--- src/rtl/mux1hot_rr_arbiter.sv ---
// Round-robin, packet-locking arbiter that shares one valid/ready output channel among NREQ
// requesters. The registered one-hot grant also acts as the select for the one-hot data mux.
module mux1hot_rr_arbiter #(
  parameter int unsigned NREQ  = 8,
  parameter int unsigned WIDTH = 32
) (
  input  logic                  clk,
  input  logic                  rst,
  input  logic [NREQ-1:0]       req_valid,
  input  logic [NREQ-1:0]       req_last,
  input  logic [NREQ*WIDTH-1:0] req_data,
  output logic [NREQ-1:0]       req_ready,
  output logic                  out_valid,
  output logic                  out_last,
  output logic [WIDTH-1:0]      out_data,
  input  logic                  out_ready,
  output logic [NREQ-1:0]       grant,
  output logic                  busy
);

  localparam int unsigned PtrW = $clog2(NREQ);

  typedef enum logic [0:0] {StIdle, StLocked} state_e;

  state_e          state_q, state_d;
  logic [NREQ-1:0] grant_q, grant_d;
  logic [PtrW-1:0] prio_ptr_q, prio_ptr_d;

  logic [NREQ-1:0] pick;
  logic            pick_found;
  logic [PtrW-1:0] scan;
  logic [PtrW-1:0] grant_idx;
  logic            xfer_last;

  // Scan upward from the slot after the last winner, wrapping at NREQ-1.
  always_comb begin
    pick       = '0;
    pick_found = 1'b0;
    scan       = prio_ptr_q;
    for (int unsigned k = 0; k < NREQ; k++) begin
      scan = (scan == PtrW'(NREQ - 1)) ? '0 : scan + PtrW'(1);
      if (!pick_found && req_valid[scan]) begin
        pick[scan] = 1'b1;
        pick_found = 1'b1;
      end
    end
  end

  always_comb begin
    grant_idx = '0;
    for (int unsigned i = 0; i < NREQ; i++) begin
      if (grant_q[i]) begin
        grant_idx = PtrW'(i);
      end
    end
  end

  // One-hot AND-OR mux; an all-zero grant yields zero data and last.
  always_comb begin
    out_data = '0;
    out_last = 1'b0;
    for (int unsigned i = 0; i < NREQ; i++) begin
      out_data = out_data | (req_data[i*WIDTH +: WIDTH] & {WIDTH{grant_q[i]}});
      out_last = out_last | (req_last[i] & grant_q[i]);
    end
  end

  // Reset masks the handshake so an aborted packet never transfers a beat.
  assign out_valid = ~rst & (|(grant_q & req_valid));
  assign req_ready = grant_q & {NREQ{out_ready & ~rst}};
  assign grant     = grant_q;
  assign busy      = (state_q == StLocked);
  assign xfer_last = out_valid & out_ready & out_last;

  always_comb begin
    state_d    = state_q;
    grant_d    = grant_q;
    prio_ptr_d = prio_ptr_q;
    unique case (state_q)
      StIdle: begin
        if (pick_found) begin
          grant_d = pick;
          state_d = StLocked;
        end
      end
      StLocked: begin
        if (xfer_last) begin
          grant_d    = '0;
          prio_ptr_d = grant_idx;
          state_d    = StIdle;
        end
      end
    endcase
  end

  always_ff @(posedge clk) begin
    if (rst) begin
      state_q    <= StIdle;
      grant_q    <= '0;
      prio_ptr_q <= PtrW'(NREQ - 1);
    end else begin
      state_q    <= state_d;
      grant_q    <= grant_d;
      prio_ptr_q <= prio_ptr_d;
    end
  end

endmodule

--- config.mk ---
export PLATFORM = sky130hd
export DESIGN_NAME = mux1hot_rr_arbiter
export DESIGN_NICKNAME = d
export VERILOG_FILES = /design/src/rtl/mux1hot_rr_arbiter.sv
export SDC_FILE = /design/constraint.sdc
export NUM_CORES = 1
export LEC_CHECK = 0
export BUFFER_PORTS_ARGS = -buffer_cell sky130_fd_sc_hd__buf_2
export CORE_AREA = 2 2 127 129
export DETAILED_ROUTE_END_ITERATION = 6
export DIE_AREA = 0 0 129 131
export MAX_ROUTING_LAYER = met4
export PLACE_DENSITY_LB_ADDON = 0.25
export SYNTH_ARGS = -nofsm -noshare
export SYNTH_HDL_FRONTEND = slang
export SYNTH_SLANG_ARGS = --single-unit
--- constraint.sdc ---
create_clock -name clk -period 4.26 [get_ports clk]
set_input_delay 0.213 -clock clk [delete_from_list [all_inputs] [get_ports clk]]
set_output_delay 0.213 -clock clk [all_outputs]
set_load 0.02 [all_outputs]
==> metrics.txt <==
status=complete, but fails checks; violated checks=DRC; pwr dens=about 140 mW/mm^2; CP required=4.36 ns; Syn-to-layout area delta=60.8%; IO Pins=326; RSZ-0062 raised after global routing=false; dominant cells by area after synthesis=a22oi_1 33%, nand4_1 8.2%, dfxtp_1 7.7%, mux4_2 7.2%, ha_1 4.8%; die height=131 um; worst hold endpoint=prio_ptr_q[1]; layout cell share with drive strength beyond 1=53.1%; Arrival @ worst endpoint=about 3.6 ns; ys flop type=dfxtp_1; net count reported at finish=between 900 and 1,000; Rel. slew slack=39.3%; TNS Setup=0 ns; Worst Skew=0.00215 ns; yosys warns=0; GPL Wtd Cong=between 0.8 and 0.9; number of core rows=between 40 and 50; DRC viols=1; final wirelength=21,000 um; worst skew pair latency=0.24 ns; Max Slew Vio Count=0; Final Setup Violations=0; Worst VDD drop=~96 uV; FFs w/ async S/R, synth=0%; Hold Path Class=in2reg; Die Wd=129 um; area of the multi-input gates=0.00268 sq mm; H-tree Lvls=1; HP Start=rst; Worst Hold Depth=2; drt wl/cell=approximately 23 um; hold_ws=around 0.26 ns; vias in the first global route=around 4,700; startpoint types=flip-flop; mapped cell area=approximately 0.0031 sq mm; net count after synthesis=688; final worst setup slack=between 0.7 and 0.8 ns; fmax=around 0.28 GHz; Setup Crit Path Kind=reg2reg; PortBufs=325; CP endpoint kind=flip-flop; Leakage=about 2.3 nW; min cycle time layout=approximately 3.5 ns; largest net degree at the start of global routing=40; top cell type by total area after synthesis=a22oi_1; FF+latch count, synth=12; Synth cell types=between 50 and 60; GRT overflow=0; GRT Overall Usage=about a quarter; reg2reg path depth=8; Final Cycle Share=82.9%; # resized after CTS=0; hold_buf cts=0; initial core utilization=20.1%; pre-CTS setup slack=0.785 ns; CTS root buf=clkbuf_16; final hold viol count=0; max_cap viols=0; DRT Pass-1 Iters=7; R2R setup slack=just over 0.7 ns; Detail Route Antenna Nets=0; TritonCTS clock tree=done; routed vias=around 5,100; full die area=between 0.015 and 0.02 sq mm; syn_area_per_cell=between 7 and 8 sq um; FILL cells=around 1,700; global-route wire length before repair=between 20,000 and 30,000 um; Syn Inst Count=between 400 and 500; Clock Path Buffers=2; HPWL after DPL=16,600 um; TritonCTS Buffers=3; total power=~0.7 mW; CP max FO=21; setup bufs post-CTS=0; Post-synth EDFFs=0; Slew @ Worst Pin=approximately 0.9 ns; register area=around 250 sq um; area of the core=0.0156 sq mm; Synth top area share=roughly 33%; Via-to-Cell Ratio=roughly 5.5; Reg-to-Reg Start=prio_ptr_q[0]; initial antenna violation count=4; Sink Count=12; clock-pin slew on the worst setup and hold paths=~0.050 ns; reg-to-reg endpoint=grant[3]; Seq/Total Area, Yosys=under 10%; Iter 0 DRT Violations=approximately 430
worst max-delay path, cell delays in order (launching register included):
cell and delay [ns]:
dfxtp_1 0.47, ha_1 0.20, ha_1 0.22, or2_1 0.69, mux4_2 0.46, mux2i_4 0.27, nand4_4 0.30, o31ai_2 0.57
o21ai_0 0.17
layout by cell type (no fill, tap or decap), types with 6 or more instances in the layout:
cell type,n
nand2_1,14
buf_2,325
and2_1,10
nand4_1,41
o21ai_0,9
mux2i_1,9
mux4_2,10
inv_1,11
ha_1,12
buf_4,10
a21oi_1,11
a32oi_1,9
a211oi_1,6
nor3_1,6
a22oi_1,136
dfxtp_1,7
nor2_1,11
state kept, by name, summed over array words and instances, names as in the netlist:
register,count
prio_ptr_q,3
busy,1
grant,8
synth_stat cells, drive strengths merged (5+ instances only):
library cell / n
nor3: 6
ha: 12
o31ai: 7
nand4: 42
nor2: 12
a22oi: 136
mux2i: 12
dfxtp: 12
o21ai: 9
a32oi: 9
clkbuf: 24
nand2: 14
mux4: 10
a21oi: 11
a211oi: 6
inv: 12
buf: 16
mux2: 5
and2: 10
worst max path at each step:
stage / startpoint / to / slack [ns] / cells past startpoint
floorplan: prio_ptr_q[0] / grant[3] / 1.24 / 8
global placement: prio_ptr_q[0] / grant[5] / 0.84 / 8
detailed placement: prio_ptr_q[0] / grant[3] / 0.78 / 8
CTS: prio_ptr_q[0] / grant[3] / 0.78 / 8
global route: prio_ptr_q[0] / grant[3] / 0.41 / 8
finish: prio_ptr_q[0] / grant[3] / 0.73 / 8
per-stage QoR:
step                instance area, sq um  cells  util (%)
finish                              5040    920      32.3
global route                        5040    920      32.3
CTS                                 5030    916      32.2
detailed placement                  4940    912      31.7
global placement                    4940    912      31.7
floorplan                           3130    401         -
layer usage:
layer,global-route usage [%],wire [um],vias to the layer above
met5,-,0,-
met4,4.73,342,0
met3,7.82,2340,34
met2,37.3,9850,283
met1,29.9,8430,2448
li1,-,-,2293
power breakdown:
group	internal [mW]	switching (mW)	total, mW
combinational	0.173	0.215	0.388
sequential	0.115	0.00417	0.120
clock	0.142	0.0542	0.196
total	0.431	0.273	0.704
cell families after synthesis:
logic type                 after synthesis  share of synthesized area [%]
AOI/OAI and AO/OA                      193                           46.0
and+or+nand+nor                        102                           20.0
buffers and inverters                   52                           6.91
muxes                                   27                           13.7
adders and majority gates               12                           4.79
DFF                                     12                           7.66
xor gates and xnor gates                 3                          0.838
final cells by class:
class	instances	area share [%]
Timing Repair Buffer	335	33.8
Clock buffer	4	1.76
Tap cell	216	5.36
Sequential cell	12	4.89
Multi-Input combinational cell	337	53.1
Antenna cell	4	0.199
Inverter	12	0.894
(Power assumes the default switching activity.)
